===== config.mk =====
export PLATFORM = sky130hd
export DESIGN_NAME = ex_muldiv_unit
export DESIGN_NICKNAME = d
export VERILOG_FILES = /design/src/rtl/ex_muldiv_pkg.sv /design/src/rtl/ex_muldiv_unit.sv
export SDC_FILE = /design/constraint.sdc
export NUM_CORES = 1
export LEC_CHECK = 0
export ABC_AREA = 1
export CORE_MARGIN = 5
export CORE_UTILIZATION = 35
export CTS_CLUSTER_SIZE = 14
export DETAILED_ROUTE_END_ITERATION = 7
export SLEW_MARGIN = 20
export SYNTH_ARGS = -nofsm -noshare
export SYNTH_HDL_FRONTEND = slang
export SYNTH_SLANG_ARGS = --single-unit
export TNS_END_PERCENT = 1

===== constraint.sdc =====
create_clock -name i_clk -period 2.7 [get_ports i_clk]
set_clock_uncertainty 0.2 [all_clocks]
set_input_delay 0.27 -clock i_clk [delete_from_list [all_inputs] [get_ports i_clk]]
set_output_delay 0.27 -clock i_clk [all_outputs]
set_load 0.05 [all_outputs]

===== src/rtl/ex_muldiv_pkg.sv =====
// Shared EX-stage definitions: mult/div op encodings, muldiv FSM states,
// counter sizing and two's-complement helpers.
package ex_muldiv_pkg;

  typedef enum logic [1:0] {
    OP_MULT  = 2'b00,
    OP_MULTU = 2'b01,
    OP_DIV   = 2'b10,
    OP_DIVU  = 2'b11
  } op_e;

  typedef enum logic [1:0] {
    ST_IDLE = 2'd0,
    ST_CALC = 2'd1,
    ST_FIX  = 2'd2
  } state_e;

  localparam int XLEN  = 32;
  localparam int CNT_W = $clog2(XLEN) + 1;
  // Helpers work on a wide container; callers zero-extend in and truncate out.
  localparam int MAX_W = 128;

  function automatic int f_cnt_w(input int n);
    return $clog2(n) + 1;
  endfunction

  function automatic logic [MAX_W-1:0] f_neg(input logic [MAX_W-1:0] v);
    return ~v + MAX_W'(1);
  endfunction

  function automatic logic [MAX_W-1:0] f_cond_neg(input logic [MAX_W-1:0] v, input logic neg);
    return neg ? f_neg(v) : v;
  endfunction

  function automatic logic [MAX_W-1:0] f_abs(input logic [MAX_W-1:0] v, input logic is_signed,
                                             input int w);
    return f_cond_neg(v, is_signed & v[w-1]);
  endfunction

endpackage


===== src/rtl/ex_muldiv_unit.sv =====
// Iterative MULT/MULTU/DIV/DIVU unit with architectural HI/LO registers.
// One radix-2 step per cycle on magnitudes, sign fix-up in a final cycle.
module ex_muldiv_unit
  import ex_muldiv_pkg::*;
#(
  parameter int NBITS  = 32,
  parameter int OPBITS = 2
) (
  input  logic              i_clk,
  input  logic              i_reset,
  input  logic              i_start,
  input  logic [OPBITS-1:0] i_op,
  input  logic [NBITS-1:0]  i_OperandoA,
  input  logic [NBITS-1:0]  i_OperandoB,
  input  logic              i_WriteHI,
  input  logic              i_WriteLO,
  output logic [NBITS-1:0]  o_HI,
  output logic [NBITS-1:0]  o_LO,
  output logic              o_Busy,
  output logic              o_Done,
  output logic              o_DivZero
);

  localparam int CW = f_cnt_w(NBITS);

  state_e             r_state, w_state_nxt;
  logic [CW-1:0]      r_cnt;
  logic [2*NBITS-1:0] r_acc;
  logic [NBITS-1:0]   r_b, r_hi, r_lo;
  logic               r_is_div, r_sgn_q, r_sgn_r, r_dz, r_done, r_divz;

  op_e                w_op;
  logic               w_signed, w_is_div, w_sa, w_sb;
  logic [NBITS-1:0]   w_abs_a, w_abs_b;
  logic [NBITS:0]     w_mul_sum, w_rem_sh, w_diff;
  logic               w_qbit;
  logic [NBITS-1:0]   w_rem_nxt;
  logic [2*NBITS-1:0] w_acc_mul, w_acc_div, w_prod;
  logic [NBITS-1:0]   w_quo, w_rem;

  assign w_op     = op_e'(i_op[1:0]);
  assign w_signed = (w_op == OP_MULT) || (w_op == OP_DIV);
  assign w_is_div = (w_op == OP_DIV) || (w_op == OP_DIVU);
  assign w_sa     = w_signed & i_OperandoA[NBITS-1];
  assign w_sb     = w_signed & i_OperandoB[NBITS-1];
  assign w_abs_a  = NBITS'(f_abs(MAX_W'(i_OperandoA), w_signed, NBITS));
  assign w_abs_b  = NBITS'(f_abs(MAX_W'(i_OperandoB), w_signed, NBITS));

  // Multiply: acc = {partial product, remaining multiplier bits}.
  assign w_mul_sum = {1'b0, r_acc[2*NBITS-1:NBITS]} + (r_acc[0] ? {1'b0, r_b} : '0);
  assign w_acc_mul = {w_mul_sum, r_acc[NBITS-1:1]};

  // Divide: acc = {partial remainder, dividend bits / quotient bits}.
  // A zero divisor naturally yields quotient all-ones and remainder = dividend.
  assign w_rem_sh  = {r_acc[2*NBITS-1:NBITS], r_acc[NBITS-1]};
  assign w_diff    = w_rem_sh - {1'b0, r_b};
  assign w_qbit    = (w_rem_sh >= {1'b0, r_b});
  assign w_rem_nxt = w_qbit ? w_diff[NBITS-1:0] : w_rem_sh[NBITS-1:0];
  assign w_acc_div = {w_rem_nxt, r_acc[NBITS-2:0], w_qbit};

  assign w_prod = (2*NBITS)'(f_cond_neg(MAX_W'(r_acc), r_sgn_q));
  assign w_quo  = r_dz ? '1 : NBITS'(f_cond_neg(MAX_W'(r_acc[NBITS-1:0]), r_sgn_q));
  // Signed divide-by-zero: corrected |A| restores the original dividend in HI.
  assign w_rem  = NBITS'(f_cond_neg(MAX_W'(r_acc[2*NBITS-1:NBITS]), r_sgn_r));

  always_comb begin
    w_state_nxt = r_state;
    case (r_state)
      ST_IDLE: if (i_start) w_state_nxt = ST_CALC;
      ST_CALC: if (r_cnt == CW'(1)) w_state_nxt = ST_FIX;
      ST_FIX:  w_state_nxt = ST_IDLE;
      default: w_state_nxt = ST_IDLE;
    endcase
  end

  always_ff @(posedge i_clk) begin
    if (!i_reset) begin
      r_state  <= ST_IDLE;
      r_cnt    <= '0;
      r_acc    <= '0;
      r_b      <= '0;
      r_hi     <= '0;
      r_lo     <= '0;
      r_is_div <= 1'b0;
      r_sgn_q  <= 1'b0;
      r_sgn_r  <= 1'b0;
      r_dz     <= 1'b0;
      r_done   <= 1'b0;
      r_divz   <= 1'b0;
    end else begin
      r_state <= w_state_nxt;
      r_done  <= 1'b0;
      r_divz  <= 1'b0;
      case (r_state)
        ST_IDLE: begin
          if (i_WriteHI) r_hi <= i_OperandoA;
          if (i_WriteLO) r_lo <= i_OperandoA;
          if (i_start) begin
            r_acc    <= {{NBITS{1'b0}}, (w_is_div ? w_abs_a : w_abs_b)};
            r_b      <= w_is_div ? w_abs_b : w_abs_a;
            r_is_div <= w_is_div;
            r_sgn_q  <= w_sa ^ w_sb;
            r_sgn_r  <= w_sa;
            r_dz     <= w_is_div && (i_OperandoB == '0);
            r_cnt    <= CW'(NBITS);
          end
        end
        ST_CALC: begin
          r_acc <= r_is_div ? w_acc_div : w_acc_mul;
          r_cnt <= r_cnt - CW'(1);
        end
        ST_FIX: begin
          if (r_is_div) begin
            r_hi <= w_rem;
            r_lo <= w_quo;
          end else begin
            r_hi <= w_prod[2*NBITS-1:NBITS];
            r_lo <= w_prod[NBITS-1:0];
          end
          r_done <= 1'b1;
          r_divz <= r_dz;
        end
        default: ;
      endcase
    end
  end

  assign o_HI      = r_hi;
  assign o_LO      = r_lo;
  assign o_Busy    = (r_state != ST_IDLE);
  assign o_Done    = r_done;
  assign o_DivZero = r_divz;

endmodule


=== After elaboration in Yosys (flattened, before gate mapping) ===
Cells that the tools add are included.
W data, S select, Z words.

* Bits in registers: 174
* Output and inout bits: 67

* Add/subtract/negate cells: 8
* $lt $le $gt $ge: 1
* Equal/unequal tests: 9
* Multiplexer cells: 25
* Bitwise operators: 8
* Reduce and logical (&&, ||, !) cells: 15

{| class="wikitable"
|+ Operators by type and width
! cell !! count
|-
| $mux W32 || 13
|-
| $mux W64 || 3
|-
| $add A32 B1 Y32 const B || 4
|-
| $not A32 Y32 || 4
|-
| $pmux W32 S2 || 2
|-
| $pmux W64 S2 || 1
|-
| $add A64 B1 Y64 const B || 1
|-
| $not A64 Y64 || 1
|-
| $add A32 B32 Y33 || 1
|-
| $ge A33 B32 Y1 || 1
|-
| $logic_not A32 Y1 || 1
|-
| $sub A32 B32 Y32 || 1
|-
| $pmux W6 S2 || 1
|-
| $reduce_and A2 Y1 || 6
|-
| $ne A2 B2 Y1 const B || 4
|-
| $eq A2 B2 Y1 const B || 3
|-
| $eq A6 B1 Y1 const B || 1
|-
| $mux W6 || 1
|-
| $reduce_bool A2 Y1 || 3
|-
| $sub A6 B1 Y6 const B || 1
|-
| $logic_not A2 Y1 || 2
|-
| $mux W2 || 2
|-
| $pmux W2 S2 || 1
|-
| $and A1 B1 Y1 || 2
|-
| 5 further kinds || 6
|}

=== Logic depth before layout (Yosys ltp) ===
* Depth after elaboration: 7
* Gate-level depth with buffers: 21
* Depth with buffers taken out: 19

=== Least setup slack after synthesis ===
Ideal clock, no wire load.

* Path type: reg2reg
* From: reg r_acc[0]
* To: reg r_acc[46]
* Arrival time: 2,097 ps
* Data required time: 2,368 ps
* Slack: 271 ps
* Stages on the path, launching flop included: 19
* Cell sequence: dfxtp_1 buf_6 clkbuf_1 nand2_1 inv_1 ha_1 nand2_1 nand2_1 inv_1 o21ai_1 nand2_1 nand2_1 nand2_1 nand2_1 or2_2 nand3_1 nand3_1 nand2_1 a21oi_1

* Word-level cells in the longest chain between the ends: 4

{| class="wikitable"
|+ Ends and longest elaborated chain
! item !! RTL line !! RTL
|-
| start: declaration || ex_muldiv_unit.sv:28 || <nowiki>logic [2*NBITS-1:0] r_acc;</nowiki>
|-
| start signal: assignment || ex_muldiv_unit.sv:99 || <nowiki>r_acc <= {{NBITS{1'b0}}, (w_is_div ? w_abs_a : w_abs_b)};</nowiki>
|-
| start signal: assignment || ex_muldiv_unit.sv:109 || <nowiki>r_acc <= r_is_div ? w_acc_div : w_acc_mul;</nowiki>
|-
| $mux W32 || ex_muldiv_unit.sv:50 || <nowiki>assign w_mul_sum = {1'b0, r_acc[2*NBITS-1:NBITS]} + (r_acc[0] ? {1'b0, r_b} : '0);</nowiki>
|-
| $add A32 B32 Y33 || ex_muldiv_unit.sv:50 ||
|-
| $mux W64 || ex_muldiv_unit.sv:109 ||
|-
| $pmux W64 S2 || ex_muldiv_unit.sv:94 || <nowiki>case (r_state)</nowiki>
|}

No other way between the ends.
A chain may end at the register's enable or synchronous reset.

=== Worst setup path in the final report ===
* From: reg r_acc[0]
* To: reg r_hi[20], in the netlist o_HI[20]

* Word-level cells in the longest chain between the ends: 5

{| class="wikitable"
|+ Ends and longest elaborated chain
! item !! RTL line !! RTL
|-
| $not A64 Y64 || ex_muldiv_pkg.sv:28 || <nowiki>return ~v + MAX_W'(1);</nowiki>
|-
| $add A64 B1 Y64 || ex_muldiv_pkg.sv:28 ||
|-
| $mux W64 || ex_muldiv_pkg.sv:32 || <nowiki>return neg ? f_neg(v) : v;</nowiki>
|-
| $mux W32 || ex_muldiv_unit.sv:113 || <nowiki>if (r_is_div) begin</nowiki>
|-
| $pmux W32 S2 || ex_muldiv_unit.sv:94 ||
|-
| end signal: assignment || ex_muldiv_unit.sv:96 || <nowiki>if (i_WriteHI) r_hi <= i_OperandoA;</nowiki>
|-
| end signal: assignment || ex_muldiv_unit.sv:114 || <nowiki>r_hi <= w_rem;</nowiki>
|-
| end signal: assignment || ex_muldiv_unit.sv:117 || <nowiki>r_hi <= w_prod[2*NBITS-1:NBITS];</nowiki>
|-
| end: declaration || ex_muldiv_unit.sv:29 || <nowiki>logic [NBITS-1:0] r_b, r_hi, r_lo;</nowiki>
|}

No other way between the ends.

==> impl_metrics.xml <==
<?xml version="1.0" encoding="UTF-8"?>
<metrics>
  <group name="logic_synthesis">
    <metric name="leading_post_synthesis_cells_by_instance_count" unit="">sky130_fd_sc_hd__nand2_1 (948), sky130_fd_sc_hd__inv_1 (488), sky130_fd_sc_hd__nor2_1 (364)</metric>
    <metric name="ys_types" unit="">51</metric>
    <metric name="async_reset_ff_share" unit="%">0</metric>
    <metric name="synth_edf_count" unit="">0</metric>
    <metric name="post_synth_instance_area" unit="µm²">18300</metric>
    <metric name="postSynthCellCount" unit="">3356</metric>
    <metric name="synth_top_area_cell" unit="">sky130_fd_sc_hd__nand2_1</metric>
    <metric name="ys_warn_count" unit="">0</metric>
    <metric name="yosysSeqAreaShare" unit="%">19.04</metric>
    <metric name="synth.top_cell.area_share" unit="%">19.45</metric>
    <metric name="syn-mean-instance-area" unit="µm²">5.451</metric>
    <metric name="synth_most_common_cell" unit="">sky130_fd_sc_hd__nand2_1</metric>
    <metric name="yosys_most_used_dff" unit="">sky130_fd_sc_hd__dfxtp_1</metric>
    <metric name="ys_seq_elements" unit="">174</metric>
    <metric name="syn_nets" unit="">3499</metric>
    <metric name="post_synth_main_area_contributors" unit="">sky130_fd_sc_hd__nand2_1 (19%), sky130_fd_sc_hd__dfxtp_1 (19%), sky130_fd_sc_hd__inv_1 (10%)</metric>
  </group>
  <group name="cells_and_area">
    <metric name="layout_cells_sized_above_1" unit="%">14.41</metric>
    <metric name="layout.nets" unit="">3863</metric>
    <metric name="area.growth.synth_to_final" unit="%">29.54</metric>
    <metric name="antenna-diode-count" unit="">0</metric>
  </group>
  <group name="sta">
    <metric name="worstMarginPinSlew" unit="ns">0.8815</metric>
    <metric name="final-hold-violation-count" unit="">0</metric>
    <metric name="setup_repair_after_global_routing_missed_its_margin" unit="">yes</metric>
    <metric name="slew_headroom" unit="%">41.17</metric>
    <metric name="hold_ws" unit="ns">0.1214</metric>
    <metric name="finalSetupViolations" unit="">0</metric>
    <metric name="final.period_utilization" unit="%">97.52</metric>
    <metric name="report.final.slew_viol_count" unit="">0</metric>
    <metric name="period_minus_slack" unit="ns">2.633</metric>
    <metric name="timing.fmax" unit="MHz">379.8</metric>
  </group>
  <group name="die">
    <metric name="die_width" unit="µm">238.6</metric>
    <metric name="placeableCoreArea" unit="µm²">51510</metric>
    <metric name="initial_utilization" unit="%">35.52</metric>
    <metric name="io-pin-count" unit="">138</metric>
    <metric name="core.rowCount" unit="">83</metric>
    <metric name="die_area" unit="µm²">56940</metric>
    <metric name="dieHeight" unit="µm">238.6</metric>
  </group>
  <group name="worst_setup_path">
    <metric name="critical_path.cell_chain" unit="">buf_4 -&gt; inv_2 -&gt; ha_1 -&gt; nand3_2 -&gt; nor2_4 -&gt; nand2_2 -&gt; nor2_4 -&gt; nand2_2 -&gt; nand2_2 -&gt; nand2_2 -&gt; nor2_2 -&gt; nand3_1 -&gt; nand3_1 -&gt; nand3_1 -&gt; a21oi_1</metric>
    <metric name="cp_num_cells" unit="">15</metric>
    <metric name="worstPathMaxFanout" unit="">5</metric>
    <metric name="critical_path_required" unit="ns">2.91</metric>
    <metric name="crit-reg2reg-launch" unit="">r_acc[0]$_SDFFE_PN0P_</metric>
    <metric name="crit_arrival" unit="ns">2.85</metric>
    <metric name="cpMostUsedCell" unit="">sky130_fd_sc_hd__nand2_2</metric>
    <metric name="critical_path_startpoint_category" unit="">register</metric>
    <metric name="r2r_cells" unit="">15</metric>
    <metric name="worst-setup-path-type" unit="">reg2reg</metric>
    <metric name="critical-path-top-delay-family" unit="">simple AND/OR/NAND/NOR gates</metric>
    <metric name="path_buf_inv" unit="">2</metric>
    <metric name="worst_path_max_delay_cell" unit="">sky130_fd_sc_hd__dfxtp_4</metric>
    <metric name="slowest_delay" unit="ns">0.37</metric>
    <metric name="setup.worst_path.end_class" unit="">register</metric>
    <metric name="cp-startpoint" unit="">r_acc[0]$_SDFFE_PN0P_</metric>
  </group>
  <group name="clocking">
    <metric name="clk_path_buf_depth" unit="">2</metric>
    <metric name="clk_latency" unit="ns">0.48</metric>
    <metric name="postCtsHoldBufs" unit="">0</metric>
    <metric name="tritoncts_num_sinks" unit="">174</metric>
    <metric name="cts.root.buffer_cell" unit="">sky130_fd_sc_hd__clkbuf_16</metric>
    <metric name="clk_pin_slew" unit="ns">0.08</metric>
    <metric name="tritoncts" unit="">done</metric>
    <metric name="tritoncts.num_buffers" unit="">17</metric>
    <metric name="h-tree-depth" unit="">4</metric>
  </group>
  <group name="place">
    <metric name="gp_congestion" unit="">1.005</metric>
    <metric name="port_buffers" unit="">137</metric>
    <metric name="post-dp-hpwl" unit="mm">71.87</metric>
  </group>
  <group name="global_route">
    <metric name="global_route.usage.total" unit="%">29.43</metric>
    <metric name="grt.overflow.total" unit="">0</metric>
    <metric name="grt_max_degree" unit="">128</metric>
    <metric name="global_route_wire_length_before_repair" unit="mm">129.4</metric>
    <metric name="antenna_found_initial" unit="">1</metric>
    <metric name="first_global_vias" unit="">21490</metric>
  </group>
  <group name="pwr">
    <metric name="power.density" unit="nW/µm²">472.8</metric>
    <metric name="share_comb_of_total_power" unit="%">49.5</metric>
    <metric name="total_switching_power" unit="mW">5.101</metric>
    <metric name="cellInternalPower" unit="mW">6.105</metric>
    <metric name="total_power" unit="mW">11.21</metric>
    <metric name="fraction_of_power_spent_switching_nets" unit="%">45.52</metric>
    <metric name="leakage" unit="nW">11.80</metric>
    <metric name="clock_power_share" unit="%">23.5</metric>
    <metric name="ir_worst_vdd" unit="V">0.0005469</metric>
    <metric name="share_seq_of_total_power" unit="%">27.0</metric>
  </group>
  <group name="route">
    <metric name="ant_nets" unit="">0</metric>
    <metric name="num_vias" unit="">23560</metric>
    <metric name="route.detailed.drc" unit="">0</metric>
    <metric name="detailedRoute.firstPassIterationCount" unit="">6</metric>
    <metric name="finalWirelength" unit="mm">87.44</metric>
    <metric name="detail_route.iter0.violations" unit="">2822</metric>
    <metric name="avgRoutedWirePerCell" unit="µm">19.81</metric>
    <metric name="route.detailed.vias_per_inst" unit="">5.340</metric>
  </group>
  <group name="job">
    <metric name="max_cap_violations" unit="">0</metric>
  </group>
  <group name="min_path">
    <metric name="min_delay_path_depth" unit="">3</metric>
    <metric name="hold_path.class" unit="">in2reg</metric>
    <metric name="hold_path_start" unit="">i_reset</metric>
  </group>
  <group name="outcome">
    <metric name="outcome" unit="">finished, final reports clean</metric>
  </group>
</metrics>
## worst min-delay path: stages
cell and delay, ns:
sky130_fd_sc_hd__buf_4 0.12, sky130_fd_sc_hd__clkinv_1 0.29, sky130_fd_sc_hd__a21oi_1 0.07
## path summary, 6_finish.rpt
kind | slack (ns) | endpoint
worst max-delay path | 0.07 | o_HI[20]$_SDFFE_PN0P_
worst min-delay path | 0.12 | r_sgn_r$_SDFFE_PN0P_
worst max register to register | 0.07 | o_HI[20]$_SDFFE_PN0P_
worst min register to register | 0.27 | r_cnt[4]$_SDFFE_PN0P_
## per-layer routing
layer / vias to the layer above / track usage [%] / routed length (µm)
met3: 154 / 4.395 / 8349
met4: 2 / 12.63 / 4012
met5: - / 0 / 13
met1: 10710 / 42.50 / 38530
met2: 1169 / 43.44 / 36530
li1: 11530 / - / -
## timing repair
item | in CTS | in global routing
cloned | 0 | 1
endpoints found under the setup margin | 5 | 36
pin swaps | 1 | 11
gates resized for setup | 4 | 107
buffers inserted | 0 | 7
## power by group through the flow
stage	combinational [mW]	sequential [mW]	clock [mW]
finish	5.55	3.02	2.64
global route	6.01	3.04	2.76
CTS	5.31	3.00	2.65
detailed placement	5.29	3.06	0
global placement	5.29	3.06	0
floorplan	2.88	3.30	0
## cell families (layout without fill, tap and decap cells)
group	after synthesis	count (layout)	share of synthesized area, %
compound gates	634	634	18.74
buf+inv	638	1014	13.43
flops	174	174	19.04
fa+ha+maj	72	72	5.006
simple gates	1785	1786	41.25
xor+xnor	53	53	2.537
## area by class of cell
cell class / count / area [µm²]
inverter: 507 / 1903
tap: 680 / 850.8
multi-input combinational: 2545 / 12780
fill: 5644 / 27810
timing repair buffer: 475 / 4044
sequential: 174 / 3507
clock buffer: 17 / 425.4
clock inverter: 15 / 188.9
## through the flow
| step | utilization (%) | instance area (µm²) | setup WS [ns] | setup TNS (ns) | std cells |
|---|---|---|---|---|---|
| 6_report | 46.01 | 23700 | 0.06701 | 0 | 4413 |
| 5_1_grt | 46.01 | 23700 | -0.06026 | -0.5912 | 4413 |
| 4_1_cts | 45.09 | 23230 | 0.001777 | 0 | 4405 |
| 3_5_place_dp | 43.88 | 22600 | -0.3605 | -0.8346 | 4373 |
| 3_3_place_gp | 43.88 | 22600 | -0.3348 | -0.7413 | 4373 |
| 2_1_floorplan | - | 18300 | 0.2710 | 0 | 3356 |
## flip-flops by register name, summed over array words and instances (netlist names)
register	cells
r_acc	64
o_HI	32
o_LO	32
r_b	32
r_cnt	6
r_state	2
o_DivZero	1
o_Done	1
r_dz	1
r_is_div	1
r_sgn_q	1
r_sgn_r	1
## cells in the final DEF (no fill, tap or decap), types with 51 or more instances in the layout
master,instances
sky130_fd_sc_hd__clkdlybuf4s50_1,136
sky130_fd_sc_hd__nor2_1,348
sky130_fd_sc_hd__a21oi_1,239
sky130_fd_sc_hd__dfxtp_1,161
sky130_fd_sc_hd__nand3_1,308
sky130_fd_sc_hd__buf_4,328
sky130_fd_sc_hd__nand2_1,938
sky130_fd_sc_hd__inv_1,480
sky130_fd_sc_hd__o21ai_0,250
sky130_fd_sc_hd__xor2_1,51
(Power assumes the default switching activity.)
